`src/rtl/riscv_pkg.sv`:
```
// Shared definitions for the multi-cycle RV32 core:
// ALU opcodes, major opcodes, FSM states and mux encodings.
package riscv_pkg;

  localparam logic [4:0] ALU_ADD  = 5'b00000;
  localparam logic [4:0] ALU_SUB  = 5'b10000;
  localparam logic [4:0] ALU_AND  = 5'b00111;
  localparam logic [4:0] ALU_OR   = 5'b00110;
  localparam logic [4:0] ALU_MUL  = 5'b01000;
  localparam logic [4:0] ALU_SLLI = 5'b00001;

  localparam logic [6:0] OP_R      = 7'b0110011;
  localparam logic [6:0] OP_I      = 7'b0010011;
  localparam logic [6:0] OP_LOAD   = 7'b0000011;
  localparam logic [6:0] OP_STORE  = 7'b0100011;
  localparam logic [6:0] OP_BRANCH = 7'b1100011;
  localparam logic [6:0] OP_JAL    = 7'b1101111;

  localparam logic [1:0] SRCA_PC    = 2'b00;
  localparam logic [1:0] SRCA_OLDPC = 2'b01;
  localparam logic [1:0] SRCA_RS1   = 2'b10;

  localparam logic [1:0] SRCB_RS2  = 2'b00;
  localparam logic [1:0] SRCB_IMM  = 2'b01;
  localparam logic [1:0] SRCB_FOUR = 2'b10;

  localparam logic [1:0] WB_ALUOUT = 2'b00;
  localparam logic [1:0] WB_MDR    = 2'b01;
  localparam logic [1:0] WB_PC     = 2'b10;

  localparam logic [1:0] IMM_I = 2'b00;
  localparam logic [1:0] IMM_S = 2'b01;
  localparam logic [1:0] IMM_B = 2'b10;
  localparam logic [1:0] IMM_J = 2'b11;

  typedef enum logic [3:0] {
    S_IDLE, S_FETCH, S_DECODE, S_EXEC_R,
    S_EXEC_I, S_WB_ALU, S_MEM_ADDR, S_MEM_ACC,
    S_WB_MEM, S_BRANCH, S_JAL, S_ILLEGAL
  } state_e;

  typedef enum logic { CLS_R, CLS_I } op_class_e;

  typedef struct packed {
    logic [4:0] alu_op;
    logic [1:0] alu_src_a;
    logic [1:0] alu_src_b;
    logic [1:0] imm_sel;
    logic       pc_we;
    logic       ir_we;
    logic       tgt_we;
    logic       reg_we;
    logic       pc_src;
    logic [1:0] wb_sel;
    logic       mem_req;
    logic       mem_we;
    logic       addr_sel;
    logic       illegal;
  } ctl_t;

endpackage

```
`src/rtl/alu_op_decode.sv`:
```
// Maps {class, funct3, funct7} of R/I ALU instructions
// to the 5-bit ALU opcode and a legality flag.
module alu_op_decode
  import riscv_pkg::*;
(
  input  op_class_e  cls,
  input  logic [2:0] funct3,
  input  logic [6:0] funct7,
  output logic [4:0] alu_op,
  output logic       legal
);

  logic [4:0] r_op;
  assign r_op = {funct7[5], funct7[0], funct3};

  always_comb begin
    alu_op = ALU_ADD;
    legal  = 1'b0;
    if (cls == CLS_R) begin
      alu_op = r_op;
      // the funct7 filter rejects bits outside [5] and [0]
      legal  = (funct7 inside {7'h00, 7'h20, 7'h01}) &&
               (r_op inside {ALU_ADD, ALU_SUB, ALU_AND,
                             ALU_OR, ALU_MUL, ALU_SLLI});
    end else begin
      unique case (funct3)
        3'b000: begin alu_op = ALU_ADD; legal = 1'b1; end
        3'b110: begin alu_op = ALU_OR;  legal = 1'b1; end
        3'b111: begin alu_op = ALU_AND; legal = 1'b1; end
        3'b001: begin
          if (funct7 == 7'b0000000) begin
            alu_op = ALU_SLLI;
            legal  = 1'b1;
          end
        end
        default: begin end
      endcase
    end
  end

endmodule

```
`src/rtl/mc_control.sv`:
```
// Multi-cycle control FSM: sequences fetch, decode, execute,
// memory and writeback over the shared datapath.
module mc_control
  import riscv_pkg::*;
(
  input  logic        clk,
  input  logic        reset,
  input  logic [31:0] instr,
  input  logic        zero,
  input  logic        mem_ready,
  output logic [4:0]  alu_op,
  output logic [1:0]  alu_src_a,
  output logic [1:0]  alu_src_b,
  output logic [1:0]  imm_sel,
  output logic        pc_we,
  output logic        ir_we,
  output logic        tgt_we,
  output logic        reg_we,
  output logic        pc_src,
  output logic [1:0]  wb_sel,
  output logic        mem_req,
  output logic        mem_we,
  output logic        addr_sel,
  output logic        illegal
);

  state_e     state, nxt;
  ctl_t       c;
  op_class_e  cls;
  logic [6:0] opc;
  logic [2:0] f3;
  logic [6:0] f7;
  logic [4:0] dec_op;
  logic       dec_legal;
  logic       is_store;
  logic       taken;
  logic       unused_regs;

  assign opc         = instr[6:0];
  assign f3          = instr[14:12];
  assign f7          = instr[31:25];
  assign unused_regs = ^{instr[24:15], instr[11:7]};
  assign is_store    = (opc == OP_STORE);
  assign taken       = (f3 == 3'b000) ? zero : !zero;
  assign cls         = (state == S_EXEC_I) ? CLS_I : CLS_R;

  alu_op_decode u_dec (
    .cls    (cls),
    .funct3 (f3),
    .funct7 (f7),
    .alu_op (dec_op),
    .legal  (dec_legal)
  );

  always_ff @(posedge clk or posedge reset) begin
    if (reset) state <= S_IDLE;
    else       state <= nxt;
  end

  always_comb begin
    c   = '0;
    nxt = state;
    unique case (state)
      S_IDLE: nxt = S_FETCH;
      S_FETCH: begin
        c.mem_req   = 1'b1;
        c.alu_src_a = SRCA_PC;
        c.alu_src_b = SRCB_FOUR;
        if (mem_ready) begin
          c.ir_we = 1'b1;
          c.pc_we = 1'b1;
          nxt     = S_DECODE;
        end
      end
      S_DECODE: begin
        c.alu_src_a = SRCA_OLDPC;
        c.alu_src_b = SRCB_IMM;
        c.tgt_we    = 1'b1;
        c.imm_sel   = (opc == OP_JAL) ? IMM_J : IMM_B;
        unique case (opc)
          OP_R:              nxt = S_EXEC_R;
          OP_I:              nxt = S_EXEC_I;
          OP_LOAD, OP_STORE: nxt = S_MEM_ADDR;
          OP_BRANCH:         nxt = S_BRANCH;
          OP_JAL:            nxt = S_JAL;
          default:           nxt = S_ILLEGAL;
        endcase
      end
      S_EXEC_R: begin
        c.alu_src_a = SRCA_RS1;
        c.alu_src_b = SRCB_RS2;
        c.alu_op    = dec_op;
        nxt = dec_legal ? S_WB_ALU : S_ILLEGAL;
      end
      S_EXEC_I: begin
        c.alu_src_a = SRCA_RS1;
        c.alu_src_b = SRCB_IMM;
        c.imm_sel   = IMM_I;
        c.alu_op    = dec_op;
        nxt = dec_legal ? S_WB_ALU : S_ILLEGAL;
      end
      S_WB_ALU: begin
        c.reg_we = 1'b1;
        c.wb_sel = WB_ALUOUT;
        nxt      = S_FETCH;
      end
      S_MEM_ADDR: begin
        c.alu_src_a = SRCA_RS1;
        c.alu_src_b = SRCB_IMM;
        c.imm_sel   = is_store ? IMM_S : IMM_I;
        nxt = (f3 == 3'b010) ? S_MEM_ACC : S_ILLEGAL;
      end
      S_MEM_ACC: begin
        c.mem_req  = 1'b1;
        c.addr_sel = 1'b1;
        c.mem_we   = is_store;
        if (mem_ready) nxt = is_store ? S_FETCH : S_WB_MEM;
      end
      S_WB_MEM: begin
        c.reg_we = 1'b1;
        c.wb_sel = WB_MDR;
        nxt      = S_FETCH;
      end
      S_BRANCH: begin
        c.alu_src_a = SRCA_RS1;
        c.alu_src_b = SRCB_RS2;
        c.alu_op    = ALU_SUB;
        if (f3[2:1] != 2'b00) begin
          nxt = S_ILLEGAL;
        end else begin
          nxt      = S_FETCH;
          c.pc_we  = taken;
          c.pc_src = taken;
        end
      end
      S_JAL: begin
        c.reg_we = 1'b1;
        c.wb_sel = WB_PC;
        c.pc_we  = 1'b1;
        c.pc_src = 1'b1;
        nxt      = S_FETCH;
      end
      S_ILLEGAL: c.illegal = 1'b1;
      default:   nxt = S_IDLE;
    endcase
  end

  // reset silences every enable immediately, even mid-request
  assign {alu_op, alu_src_a, alu_src_b, imm_sel,
          pc_we, ir_we, tgt_we, reg_we, pc_src,
          wb_sel, mem_req, mem_we, addr_sel,
          illegal} = reset ? '0 : c;

endmodule

```
`config.mk`:
```
export PLATFORM = sky130hd
export DESIGN_NAME = mc_control
export DESIGN_NICKNAME = d
export VERILOG_FILES = /design/src/rtl/riscv_pkg.sv /design/src/rtl/alu_op_decode.sv /design/src/rtl/mc_control.sv
export SDC_FILE = /design/constraint.sdc
export NUM_CORES = 1
export LEC_CHECK = 0
export CAP_MARGIN = 25
export CORE_MARGIN = 1
export CORE_UTILIZATION = 25
export CTS_BUF_LIST = sky130_fd_sc_hd__clkbuf_16
export CTS_CLUSTER_SIZE = 16
export DETAILED_ROUTE_END_ITERATION = 10
export GPL_TIMING_DRIVEN = 0
export SLEW_MARGIN = 20
export SYNTH_ARGS = -nofsm -noshare
export SYNTH_HDL_FRONTEND = slang
export SYNTH_SLANG_ARGS = --single-unit
```
`constraint.sdc`:
```
create_clock -name clk -period 2.6 [get_ports clk]
set_clock_uncertainty 0.15 [all_clocks]
set_input_delay 0.65 -clock clk [delete_from_list [all_inputs] [get_ports clk]]
set_output_delay 0.65 -clock clk [all_outputs]
set_load 0.01 [all_outputs]
```
After elaboration in Yosys (flattened, before gate mapping)
Index checks and enable logic that the tools add are counted.
{"block": "totals", "out_inout_bits": 22, "rom_bits": 0, "ff_bits": 4, "ramBits": 0, "in_bits": 36, "latch_bits": 0, "memories": 0, "elab_cells": 83}
{"block": "classes", "bitwise": 1, "n_mux": 33, "div_mod_pow": 0, "multipliers": 0, "order_cmp": 0, "n_reduce_logical": 18, "add_sub_neg": 0, "eq_ne": 30, "shifts": 0}
{"op": "case mux 4 bit (8 select lines)", "count": 1}
{"op": "two-way mux 4 bit", "count": 6}
{"op": "two-way mux 22 bit", "count": 1}
{"op": "== test 7 x 6 -> 1 bit, second input constant", "count": 3}
{"op": "case mux 4 bit (5 select lines)", "count": 1}
{"op": "== test 4 x 3 -> 1 bit, second input constant", "count": 4}
{"op": "== test 4 bit, second input constant", "count": 4}
{"op": "case mux 4 bit (4 select lines)", "count": 1}
{"op": "case mux 5 bit (3 select lines)", "count": 1}
{"op": "== test 7 bit, second input constant", "count": 2}
{"op": "two-way mux 1 bit", "count": 13}
{"op": "== test 5 x 3 -> 1 bit, second input constant", "count": 2}
{"op": "case mux 5 bit (2 select lines)", "count": 1}
{"op": "OR reduction 2 bit", "count": 5}
{"op": "== test 4 x 2 -> 1 bit, second input constant", "count": 2}
{"op": "case mux 2 bit (2 select lines)", "count": 2}
{"op": "== test 7 x 1 -> 1 bit, second input constant", "count": 1}
{"op": "== test 7 x 2 -> 1 bit, second input constant", "count": 1}
{"op": "== test 7 x 5 -> 1 bit, second input constant", "count": 1}
{"op": "logical NOT 7 bit", "count": 1}
{"op": "== test 3 bit, second input constant", "count": 2}
{"op": "nonzero test 6 bit", "count": 1}
{"op": "OR reduction 3 bit", "count": 2}
{"op": "== test 5 x 1 -> 1 bit, second input constant", "count": 1}
{"op": "other kinds (20)", "count": 23}

Longest topological paths before layout
Gate-level depths: netlist of run 1.
{"block": "depth", "ltp_word": 6, "depth_mapped": 6, "depth_no_buf": 4}

By module
From an unflattened synthesis of run 1, not the netlist that was laid out.
{"block": "unflattened", "hier_cells": 135, "hier_area_um2": 937.1}
{"module": "mc_control", "instances": 1, "seq_area_each_um2": 100.1, "cells_per_inst": 118, "area_each_um2": 820.8}
{"module": "alu_op_decode", "instances": 1, "seq_area_each_um2": 0.0, "cells_per_inst": 17, "area_each_um2": 116.4}

Least setup slack after synthesis of run 1
Ideal clock, no wire load.
{"block": "synth_path", "path_type": "input to output", "startpoint": "in reset", "endpoint": "out ir_we", "n_path_buf": 1, "setup_slack_ns": 0.185, "path_stages": 5, "arrival_ns": 1.615, "t_required_ns": 1.800, "path_cell_list": "clkbuf_1 > inv_1 > nand2_1 > nor3_1 > and2_1"}
{"block": "synth_via", "elab_chain_cells": 1}
{"element": "start, declared", "line_no": "mc_control.sv:7", "source": "input logic reset,"}
{"element": "two-way mux 22 bit", "line_no": "mc_control.sv:152", "source": "illegal} = reset ? '0 : c;"}
{"element": "end, declared", "line_no": "mc_control.sv:16", "source": "output logic ir_we,"}
Every way passes these cells.

Final worst setup path of run 1
{"block": "layout_path", "startpoint": "reg state[1]", "endpoint": "out alu_op[1]"}
{"block": "layout_via", "elab_chain_cells": 5, "elab_cells_between_ends": 8, "classes_between": "3 x eq/ne; 4 x mux; 1 x reduce/logical"}
{"element": "start, declared", "line_no": "mc_control.sv:27", "source": "state_e state, nxt;"}
{"element": "start signal, assigned", "line_no": "mc_control.sv:57", "source": "else state <= nxt;"}
{"element": "== test 4 x 3 -> 1 bit", "line_no": "mc_control.sv:45, mc_control.sv:63"}
{"element": "two-way mux 1 bit", "line_no": "mc_control.sv:45", "source": "assign cls = (state == S_EXEC_I) ? CLS_I : CLS_R;"}
{"element": "two-way mux 5 bit", "line_no": "alu_op_decode.sv:19", "source": "if (cls == CLS_R) begin"}
{"element": "case mux 5 bit (2 select lines) *", "line_no": "mc_control.sv:63", "source": "unique case (state)"}
{"element": "two-way mux 22 bit *", "line_no": "mc_control.sv:152"}
{"element": "end, declared", "line_no": "mc_control.sv:11", "source": "output logic [4:0] alu_op,"}
Mark *: on every way between the ends. The rest lies on a longest branch, timed or not.

==> results of run 1 <==
## where the power goes
group          internal, mW  switching (mW)  total [mW]
combinational         0.524           0.526        1.05
clock                 0.197          0.0467       0.244
sequential           0.0888          0.0234       0.112
total                 0.810           0.596        1.41
## placed cells by master (no fill, tap or decap), drive strengths merged, types with 2 or more instances in the layout
master         instances
or2                    2
a21oi                  6
clkdlybuf4s50          6
nand2                  7
a221oi                 5
or3b                   2
nand2b                 2
nor3                   5
nor2b                  3
nor4                   4
o2bb2ai                2
o31a                   3
dlymetal6s2s           2
and3                   2
dlygate4sd2           13
clkbuf                10
o211a                  4
nand3                  4
dfrtp                  4
inv                    3
or3                    3
nor2                  18
o21ai                  3
buf                   45
nand3b                 2
xnor2                  2
a31oi                  2
and2                   3
clkdlybuf4s15          2
## layer usage
layer  track usage (%)  part of all wire [%]
met3              3.86                   6.9
met1              21.4                    41
met2              32.3                    50
met4              7.56                   1.7
met5                 0                     0
## path summary, 6_finish.rpt
kind | cells after the start | to
setup / recovery | 6 | alu_op[1]
hold / removal | 3 | state[0]$_DFFE_PP0P_
setup reg to reg | 13 | state[1]$_DFFE_PP0P_
hold reg to reg | 2 | state[1]$_DFFE_PP0P_
max in group asynchronous | 3 | state[3]$_DFFE_PP0P_
min in group clk | 2 | state[1]$_DFFE_PP0P_
## kinds of logic (layout without fill, tap and decap cells)
| group | count (synthesis) | after routing |
|---|---|---|
| simple gates | 63 | 63 |
| compound gates | 38 | 38 |
| buf+inv | 16 | 82 |
| flops | 4 | 4 |
| xor+xnor | 3 | 3 |
| fa+ha+maj | 1 | 1 |
| mux | 1 | 1 |
## worst register-to-register path: cells and delay by family, from the launching register on
kind | cells | cell delay (ns)
buf+inv | 9 | 0.89
compound gates | 3 | 0.54
flops | 1 | 0.38
simple gates | 1 | 0.40
## cell type report
cell class	instances	area [sq um]	share of cell area, %
Inverter	4	18.8	1.10
Tap cell	46	57.6	3.37
Clock buffer	3	75.1	4.40
Sequential cell	4	101	5.94
Multi-Input combinational cell	106	848	49.7
Timing Repair Buffer	65	514	30.1
Buffer	10	91.3	5.35
## repair_timing
| action | CTS | global route |
|---|---|---|
| gates resized for setup | 101 | 32 |
| cloned | 0 | 0 |
| setup endpoints to repair | 22 | 12 |
| endpoints found under the hold margin | 0 | 0 |
| pin swaps | 11 | 13 |
| buffers inserted | 17 | 9 |
## per-stage QoR
step	instances	cell area, sq um	TNS (ns)	setup slack, ns
final	238	1710	-0.000533	-0.000533
after CTS	231	1620	-0.0000989	-0.0000989
after global routing	238	1710	-0.166	-0.0462
after global placement	213	1380	-6.19	-0.870
after floorplan	126	911	0	0.185
after detailed placement	213	1380	-6.56	-0.822
==> results.json, run 1 <==
{
  "outcome": "complete, but fails checks",
  "violations": "negative setup slack",
  "setup_slack_ns": -0.000533,
  "synth_top_family_by_area": "simple AND/OR/NAND/NOR gates",
  "yosys.area_share.simple_pct": 39.1,
  "synth_top_area_share_pct": 11.0,
  "numCtsBuffers": 3,
  "synthXorXnorAreaFrac_pct": 2.88,
  "postSynthCellCount": 126,
  "grt_usage_pct": 18.4,
  "whs_ns": 0.348,
  "synth.top_cells.by_count": "nor2_1, nand2_1, a21oi_1",
  "post_drt_wl_per_cell_um": 15.3,
  "yosys-top-cells-area": "dfrtp_1, nor2_1, a221oi_2, o211a_1, a21oi_1",
  "drt_iter0_markers": 50,
  "die_area_sq_um": 3890,
  "async_flop_share_pct": 100,
  "area_growth_pct": 87.4,
  "synth-edff-count": 0,
  "drive_gt1_share_pct": 43.8,
  "cts_root_buffer": "clkbuf_16",
  "path_class": "register to output pin",
  "drc": 0,
  "cts_hold_buf": 0,
  "core_area_sq_um": 3420,
  "finalWirelength_mm": 3.65,
  "yosysMostFrequentCell": "nor2_1",
  "post-dp-hpwl_mm": 2.33,
  "cp-start-kind": "register",
  "syn_area_sq_um": 911,
  "drv_slew": 0,
  "gr-total-overflow": 0,
  "cts_tree": "yes",
  "fin_nets": 230,
  "worst_pin_slew_ns": 0.594,
  "first_pass_iters": 4,
  "finalPower_mw": 1.41,
  "fmax_mhz": 385,
  "rows": 21,
  "antenna_found_initial": 0,
  "rsz0062_at_grt": "yes",
  "ys_warn_count": 0,
  "path_buf_inv": 2,
  "path_cells": "buf_6 > or3b_4 > a21oi_4 > and2_4 > o211a_1 > buf_2",
  "grt_pass1_wl_mm": 5.74,
  "initial_core_util_pct": 26.7,
  "max_cap_violations": 0,
  "ant_nets": 0,
  "clock-sinks": 4,
  "finalHoldViolCount": 0,
  "cp-end-kind": "output pin",
  "synth_nets": 162,
  "leakage_nw": 0.786,
  "htree_levels": 1,
  "worst_ep_arrival_time_ns": 1.80,
  "period_minus_slack_ns": 2.60,
  "max_slew_margin_pct": 59.4,
  "clk_latency_ns": 0.23,
  "largestRegisters": "state: 4 flops",
  "die_w_um": 62.4,
  "power_density_nw_per_um2": 824,
  "ios": 58,
  "hold_class": "input port to async pin",
  "num_vias": 1288,
  "synthesis.area_per_instance_sq_um": 7.23,
  "largest_register_ffs": 4,
  "synthFlopType": "dfrtp_1",
  "yosys_register_bits": 4,
  "peakVddDrop_mv": 0.381,
  "cpLargestDelayFamily": "simple AND/OR/NAND/NOR gates",
  "via_per_inst": 5.41,
  "critPathMaxFanout": 6,
  "worstSetupStartpoint": "state[1]$_DFFE_PP0P_",
  "synthMuxAreaShare_pct": 1.24,
  "clk_pin_slew_ns": 0.03,
  "synth_top_area_cell": "dfrtp_1",
  "ys_types": 52,
  "cpPeakStageDelay_ns": 0.40,
  "worst_r2r_startpoint": "state[1]$_DFFE_PP0P_",
  "grt_pass1_vias": 1226,
  "critPathRequiredTime_ns": 1.80,
  "diodes": 0,
  "postLayoutCoreUtil_pct": 50.0,
  "die_y_um": 62.4,
  "cts_buffer_depth": 2,
  "synth_compound_area_share_pct": 35.3,
  "cp_slowest_cell": "or3b_4",
  "port_buffers": 41,
  "ys_seq_area_share_pct": 11.0,
  "num-fill-cells": 354,
  "setup_viol": 1,
  "fin_crit_sh_pct": 100,
  "r2r_slack_ns": 0.14,
  "globalplace.congestion": 0.828,
  "grt_max_degree": 11,
  "synth_fa_ha_area_share_pct": 1.10,
  "regMostFlops": "state"
}
(Power assumes the default switching activity.)
==> run 2, diff against run 1 <==
--- a/config.mk
+++ b/config.mk
@@ -12,6 +12,7 @@
 export CTS_CLUSTER_SIZE = 16
 export DETAILED_ROUTE_END_ITERATION = 10
 export GPL_TIMING_DRIVEN = 0
+export HOLD_SLACK_MARGIN = 0.12
 export SLEW_MARGIN = 20
 export SYNTH_ARGS = -nofsm -noshare
 export SYNTH_HDL_FRONTEND = slang
==> results of run 2 <==
The final DEF is identical to that of run 1; final timing and power are the same.
